`config.mk`:
```
export PLATFORM = sky130hd
export DESIGN_NAME = uart_tx_fifo
export DESIGN_NICKNAME = d
export VERILOG_FILES = /design/src/rtl/uart_tx_fifo.sv
export SDC_FILE = /design/constraint.sdc
export NUM_CORES = 1
export LEC_CHECK = 0
export BUFFER_PORTS_ARGS = -buffer_cell sky130_fd_sc_hd__buf_2
export CAP_MARGIN = 20
export CORE_ASPECT_RATIO = 1.75
export CORE_UTILIZATION = 55
export CTS_BUF_LIST = sky130_fd_sc_hd__clkbuf_8
export CTS_CLUSTER_DIAMETER = 80
export CTS_CLUSTER_SIZE = 16
export DETAILED_ROUTE_END_ITERATION = 8
export PLACE_DENSITY_LB_ADDON = 0.25
export SYNTH_ARGS = -nofsm -noshare
export SYNTH_HDL_FRONTEND = slang
export SYNTH_SLANG_ARGS = --single-unit
```
`constraint.sdc`:
```
create_clock -name clk -period 3.15 [get_ports clk]
set_input_delay 0 -clock clk [delete_from_list [all_inputs] [get_ports clk]]
set_output_delay 0 -clock clk [all_outputs]
set_load 0.005 [all_outputs]
```
`src/rtl/uart_tx_fifo.sv`:
```
`default_nettype none
// ============================================================================
//  Module   : uart_tx_fifo
//  Purpose  : UART transmitter with built-in baud divider and a TX FIFO.
//  Revision : 1.0  initial release
// ============================================================================
module uart_tx_fifo #(
    parameter int CLK_HZ     = 100000000,
    parameter int BAUD       = 9600,
    parameter int DATA_BITS  = 8,
    parameter int PARITY     = 0,
    parameter int STOP_BITS  = 1,
    parameter int FIFO_DEPTH = 16
) (
    input  logic                        clk,
    input  logic                        rst_n,
    input  logic                        wr_en,
    input  logic [DATA_BITS-1:0]        wr_data,
    output logic                        full,
    output logic                        empty,
    output logic [$clog2(FIFO_DEPTH):0] level,
    output logic                        overflow,
    output logic                        busy,
    output logic                        tx
);

    localparam int DIV = CLK_HZ / BAUD;
    localparam int AW  = $clog2(FIFO_DEPTH);
    localparam int LW  = AW + 1;
    localparam int CW  = $clog2(STOP_BITS * DIV) + 1;
    localparam int IW  = $clog2(DATA_BITS + 1);

    localparam logic [CW-1:0] c_BIT_LAST  = CW'(DIV - 1);
    localparam logic [CW-1:0] c_STOP_LAST = CW'(STOP_BITS * DIV - 1);
    localparam logic [IW-1:0] c_IDX_LAST  = IW'(DATA_BITS - 1);
    localparam logic [LW-1:0] c_DEPTH     = LW'(FIFO_DEPTH);
    localparam logic          c_ODD       = (PARITY == 1);

    generate
        if (DIV < 2 || DATA_BITS < 5 || DATA_BITS > 9 || PARITY < 0 || PARITY > 2 ||
            (STOP_BITS != 1 && STOP_BITS != 2) || FIFO_DEPTH < 2 ||
            (FIFO_DEPTH & (FIFO_DEPTH - 1)) != 0) begin : g_param_check
            $error("uart_tx_fifo: illegal parameter value");
        end
    endgenerate

    typedef enum logic [2:0] {
        ST_IDLE  = 3'd0,
        ST_START = 3'd1,
        ST_DATA  = 3'd2,
        ST_PAR   = 3'd3,
        ST_STOP  = 3'd4
    } state_t;

    state_t                 state_q;
    logic [CW-1:0]          cnt_q;
    logic [IW-1:0]          idx_q;
    logic [DATA_BITS-1:0]   sh_q;
    logic                   par_q;
    logic                   tx_q;
    logic                   busy_q;

    logic [DATA_BITS-1:0]   mem_q [FIFO_DEPTH];
    logic [AW-1:0]          wr_ptr_q;
    logic [AW-1:0]          rd_ptr_q;
    logic [LW-1:0]          level_q;
    logic [LW-1:0]          level_d;
    logic                   full_q;
    logic                   empty_q;
    logic                   overflow_q;
    logic                   w_push;
    logic                   w_pop;

    // full is the pre-edge flag, so a same-cycle pop never rescues a push into a full FIFO
    always_comb begin
        w_push  = wr_en & ~full_q;
        w_pop   = (state_q == ST_IDLE) & ~empty_q;
        level_d = level_q;
        if (w_push && !w_pop) begin
            level_d = level_q + LW'(1);
        end else if (!w_push && w_pop) begin
            level_d = level_q - LW'(1);
        end
    end

    always_ff @(posedge clk) begin
        if (w_push) begin
            mem_q[wr_ptr_q] <= wr_data;
        end
    end

    always_ff @(posedge clk) begin
        if (!rst_n) begin
            wr_ptr_q   <= '0;
            rd_ptr_q   <= '0;
            level_q    <= '0;
            full_q     <= 1'b0;
            empty_q    <= 1'b1;
            overflow_q <= 1'b0;
        end else begin
            if (w_push) begin
                wr_ptr_q <= wr_ptr_q + AW'(1);
            end
            if (w_pop) begin
                rd_ptr_q <= rd_ptr_q + AW'(1);
            end
            level_q    <= level_d;
            full_q     <= (level_d == c_DEPTH);
            empty_q    <= (level_d == '0);
            overflow_q <= wr_en & full_q;
        end
    end

    // tx and busy are registered from the current state, so the line trails the FSM by one clock
    always_ff @(posedge clk) begin
        if (!rst_n) begin
            state_q <= ST_IDLE;
            cnt_q   <= '0;
            idx_q   <= '0;
            sh_q    <= '0;
            par_q   <= 1'b0;
            tx_q    <= 1'b1;
            busy_q  <= 1'b0;
        end else begin
            busy_q <= (state_q != ST_IDLE) | ~empty_q;
            unique case (state_q)
                ST_IDLE: begin
                    tx_q <= 1'b1;
                    if (!empty_q) begin
                        sh_q    <= mem_q[rd_ptr_q];
                        par_q   <= (^mem_q[rd_ptr_q]) ^ c_ODD;
                        cnt_q   <= '0;
                        state_q <= ST_START;
                    end
                end
                ST_START: begin
                    tx_q <= 1'b0;
                    if (cnt_q == c_BIT_LAST) begin
                        cnt_q   <= '0;
                        idx_q   <= '0;
                        state_q <= ST_DATA;
                    end else begin
                        cnt_q <= cnt_q + CW'(1);
                    end
                end
                ST_DATA: begin
                    tx_q <= sh_q[0];
                    if (cnt_q == c_BIT_LAST) begin
                        cnt_q <= '0;
                        sh_q  <= sh_q >> 1;
                        idx_q <= idx_q + IW'(1);
                        if (idx_q == c_IDX_LAST) begin
                            state_q <= (PARITY != 0) ? ST_PAR : ST_STOP;
                        end
                    end else begin
                        cnt_q <= cnt_q + CW'(1);
                    end
                end
                ST_PAR: begin
                    tx_q <= par_q;
                    if (cnt_q == c_BIT_LAST) begin
                        cnt_q   <= '0;
                        state_q <= ST_STOP;
                    end else begin
                        cnt_q <= cnt_q + CW'(1);
                    end
                end
                ST_STOP: begin
                    tx_q <= 1'b1;
                    if (cnt_q == c_STOP_LAST) begin
                        cnt_q   <= '0;
                        state_q <= ST_IDLE;
                    end else begin
                        cnt_q <= cnt_q + CW'(1);
                    end
                end
                default: begin
                    tx_q    <= 1'b1;
                    cnt_q   <= '0;
                    state_q <= ST_IDLE;
                end
            endcase
        end
    end

    assign full     = full_q;
    assign empty    = empty_q;
    assign level    = level_q;
    assign overflow = overflow_q;
    assign busy     = busy_q;
    assign tx       = tx_q;

endmodule
`default_nettype wire

```
======== Word level (Yosys, flattened, before mapping) ========
Memory sizes are Yosys's and may differ from the RTL's. A register that Yosys moved wholly into a read port is not among the register bits.
Index checks and enable logic that the tools add are counted.
W data, S select, Z words.
storage, ports and cells
  logic and storage cells ................. 77
  output and inout bits ................... 10
  input port bits ......................... 11
  memories kept ........................... 1
  memory bits (writable) .................. 128
  register bits ........................... 49
memory list
  name   words  width  rd ports  clocked after Yosys merged registers in  wr ports  line  source
  mem_q  16     8      1         1                                        1         63    logic [DATA_BITS-1:0] mem_q [FIFO_DEPTH];
cells by class
  eq/ne operators ......................... 13
  bitwise operators ....................... 6
  mux-type cells .......................... 23
  reduce and logical (&&, ||, !) cells .... 15
  add/subtract/negate cells ............... 6
operators by type and width
  kind                     number
  $mux W15                 2
  $pmux W15 S2             1
  $mux W3                  6
  $mux W4                  4
  $mux W8                  2
  $pmux W8 S2              1
  $add A15 B1 Y15 const B  1
  $eq A15 B14 Y1 const B   1
  $pmux W3 S5              1
  $add A4 B1 Y4 const B    3
  $ne A2 B2 Y1 const B     6
  $mux W5                  2
  $pmux W4 S2              1
  $reduce_xor A8 Y1        1
  $eq A3 B2 Y1 const B     2
  $reduce_and A3 Y1        2
  $reduce_and A6 Y1        1
  $add A5 B1 Y5 const B    1
  $eq A5 B5 Y1 const B     1
  $logic_not A5 Y1         1
  $sub A5 B1 Y5 const B    1
  $eq A4 B3 Y1 const B     1
  $reduce_bool A2 Y1       2
  $reduce_or A4 Y1         1
  other kinds (12)         18

======== Logic depth before layout (Yosys ltp) ========
  depth in word-level cells ............... 7
  gate-level depth with buffers ........... 10
  depth with buffers taken out ............ 8

======== Worst setup path after synthesis ========
Ideal clock, no wire load.
  path type ............................... register to register
  start point ............................. register with a tool-made name
  end point ............................... register par_q
  data required time ...................... 3.031 ns
  clock period less this slack ............ 2.012 ns
  cell stages (with the launch flop) ...... 10
  data arrival time ....................... 1.893 ns
  library setup time ...................... 0.119 ns
  path buffers ............................ 2
  slack ................................... 1.138 ns
  cells stage by stage .................... dfxtp_1 buf_6 buf_4 mux4_2 a22oi_1 nand2_1 xnor2_1 xnor2_1 xnor2_1 a21oi_1
RTL lines
  what                    line  source
  end signal: assignment  131   par_q <= (^mem_q[rd_ptr_q]) ^ c_ODD;
  end: declaration        59    logic par_q;

==> results by group <==
Status
  – Status: finished clean

Synthesis
  – Ys flop type: edfxtp_1
  – Post-Synth Adder-Cell Area: 1.494%
  – Post-synthesis register bit count: 181
  – Simple-Gate Fraction of Synth Area: 11.12%
  – Yosys cell types: 52
  – Area leader, netlist: edfxtp_1
  – Most numerous cell in the Yosys netlist: edfxtp_1
  – Post-synth EDFFs: 128
  – XOR/XNOR Fraction of Synth Area: 3.022%
  – FFs w/ async S/R, synth: 0%
  – Share of the synthesized area in the top cell type: 51.00%
  – Syn_nets: 528
  – Syn_area_per_cell: 14.83 um^2
  – Mux cell area share after synthesis: 10.94%
  – Ys Warns: 0
  – Synth area leaders: edfxtp_1, dfxtp_1, mux4_2
  – Post-synthesis sequential area ratio: 65.08%
  – Largest family of logic cells by synthesized area: simple AND/OR/NAND/NOR gates
  – Post-Syn Area: 7536 um^2
  – Synth Area in Compound Gates: 5.678%
  – Post-Syn Instances: 508
  – Most instantiated cells after synthesis: edfxtp_1, dfxtp_1, nand2_1, nor2_1, mux4_2

Timing
  – Final Max Slew Viols: 0
  – Post-layout min period: 2.432 ns
  – Worst-case clock skew: 0.01268 ns
  – Worst setup margin: 0.7175 ns
  – F_max: 411.1 MHz
  – Final hold vios: 0
  – Slew headroom: 33.05%
  – Worst slew pin tran: 1.001 ns
  – # setup viols final: 0
  – RSZ-0062 raised after global routing: no
  – Sum Neg Setup Slack: 0 ns
  – Tcrit/Tclk final: 77.22%

Placement
  – IO buf count: 20
  – DP Worst Slack: 0.6954 ns
  – Placed Instances: 684
  – HPWL after DPL: 9979 um
  – GPL Wtd Cong: 0.7851

Detailed routing
  – DR vias: 4,207
  – First drt pass iteration count: 4
  – DR WL/cell: 19.27 um
  – Drt drc: 0
  – Detailed-route wire length: 13,970 um
  – Vias/cell: 5.803
  – Iteration-0 DRC count of the detailed router: 239
  – DRT antenna net count: 0

Setup path
  – Arrival @ worst endpoint: 2.79 ns
  – Critical path class: flop to flop
  – Maximum fanout along the worst path: 16
  – Worst Path Required: 3.51 ns
  – CP Launch Type: flop
  – Crit end category: flop

Clocking
  – TritonCTS sink count: 181
  – Hold_buf cts: 9
  – CTS buffer count: 17
  – Clock transition at the registers of the reported paths: 0.10 ns
  – Post-CTS Resized: 0
  – H-Tree Depth: 4
  – Clock root buffer master: clkbuf_8
  – Worst-Skew Late Latency: 0.46 ns
  – TritonCTS clock tree: done
  – CTS Buffer Depth: 2
  – Post-CTS Setup Inserts: 0

Floorplan
  – Total core area: 13,380 um^2
  – Die Wd: 90.49 um
  – Die Area: 14,190 um^2
  – Initial Utilization: 56.31%
  – IO Count: 21
  – Die H: 156.8 um
  – # rows: 56

Job
  – Max-cap violation count: 0

GRT
  – Vias in the first global route: 4,332
  – Global Route Usage Sum: 21.13%
  – Initial antenna violation count: 0
  – First-pass GRT wire length: 22,160 um
  – Largest net degree at the start of global routing: 44
  – GRT Residual Overflow: 0

Power and ir drop
  – Static leakage: 2.846 nW
  – VDD IR max: 0.5266 mV
  – Tot Pwr: 6.117 mW
  – Power Density: 738.6 nW/um^2

Layout
  – Nets: 558
  – Share of layout cells above drive strength 1: 17.42%
  – Cell Count, Final, Fillers Out: 725
  – Antenna cells: 0
  – Synth-to-layout area growth: 9.895%

Hold path
  – Hold Path Class: input port to flop
-- path summary, 6_finish.rpt --
check             slack (ns)                    to  cells past startpoint                  from
setup reg to reg        0.72    par_q$_SDFFE_PN0P_                      8                  flop
hold / removal          0.07         tx$_SDFF_PN1_                      2                 rst_n
hold reg to reg         0.51  sh_q[7]$_SDFFE_PN0P_                      2  sh_q[7]$_SDFFE_PN0P_
setup / recovery        0.72    par_q$_SDFFE_PN0P_                      8                  flop
-- layout by cell type (no fill, tap or decap), drive strengths merged, types with 3 or more instances in the layout --
cell	Yosys	layout
and3	8	8
a22oi	18	18
xor2	9	9
nor4	3	3
o211a	7	7
mux2i	7	7
nor3	10	10
mux4	32	32
nor2	35	35
nand3	10	10
buf	15	30
o21ai	14	14
a21oi	7	7
nor2b	10	10
and2	15	15
dlygate4sd3	0	9
dfxtp	53	53
xnor2	17	17
edfxtp	128	128
nand4	9	9
clkbuf	10	17
nand2	41	41
nand2b	5	5
a21boi	7	7
ha	9	9
inv	6	16
nand3b	3	3
clkinv	0	4
-- metal layers --
metal	GRT usage (%)	share of wire [%]	vias up
met5	0	0	-
met4	11.21	3.3	0
met3	3.887	2.3	37
met2	41.31	58	97
met1	20.57	36	2085
li1	-	-	1988
-- flip-flops by register name, indices dropped and copies added, names as in the netlist, named ones only --
name	count
cnt_q	15
state_q	3
mem_q	128
overflow	1
idx_q	4
empty	1
level	5
tx	1
busy	1
wr_ptr_q	4
par_q	1
full	1
rd_ptr_q	4
sh_q	8
-- cell families (layout without fill, tap and decap cells) --
group / after synthesis / after routing
AND/OR/NAND/NOR: 158 / 158
flip-flops: 181 / 181
multiplexers: 39 / 39
buffers and inverters: 34 / 77
adder cells (fa/ha/maj): 9 / 9
AO/OA/AOI/OAI: 61 / 61
XOR/XNOR: 26 / 26
-- critical path, cell delays in order (launching register included) --
cell	delay [ns]
dfxtp_1	0.60
buf_4	0.34
mux4_1	0.34
a22oi_1	0.24
nand2_1	0.12
xnor2_1	0.26
xnor2_1	0.18
xnor2_1	0.15
a21oi_1	0.08
-- report_power, final --
group / internal (mW) / total [mW] / switching (mW)
clock network: 0.689 / 1.63 / 0.941
logic: 0.751 / 1.60 / 0.851
registers: 2.73 / 2.88 / 0.157
total: 4.17 / 6.12 / 1.95
-- stage by stage --
stage                     hold WS, ns  cell area [um^2]  utilization (%)
after global routing           0.1120              8282            61.88
final                         0.06801              8282            61.88
after global placement         0.2599              7765            58.02
after detailed placement       0.2611              7765            58.02
after floorplan               0.09887              7536                -
after CTS                     0.06041              8282            61.88
-- final cells by class --
class | instances | area, um^2
clock buffers | 17 | 234.0
clock inverters | 15 | 192.7
fillers | 1010 | 5101
inverters | 6 | 22.52
multi-input cells | 293 | 2431
flip-flops and latches | 181 | 4906
well taps | 174 | 217.7
repair buffers | 39 | 277.8
No activity file was read; power rests on OpenSTA's default activity.
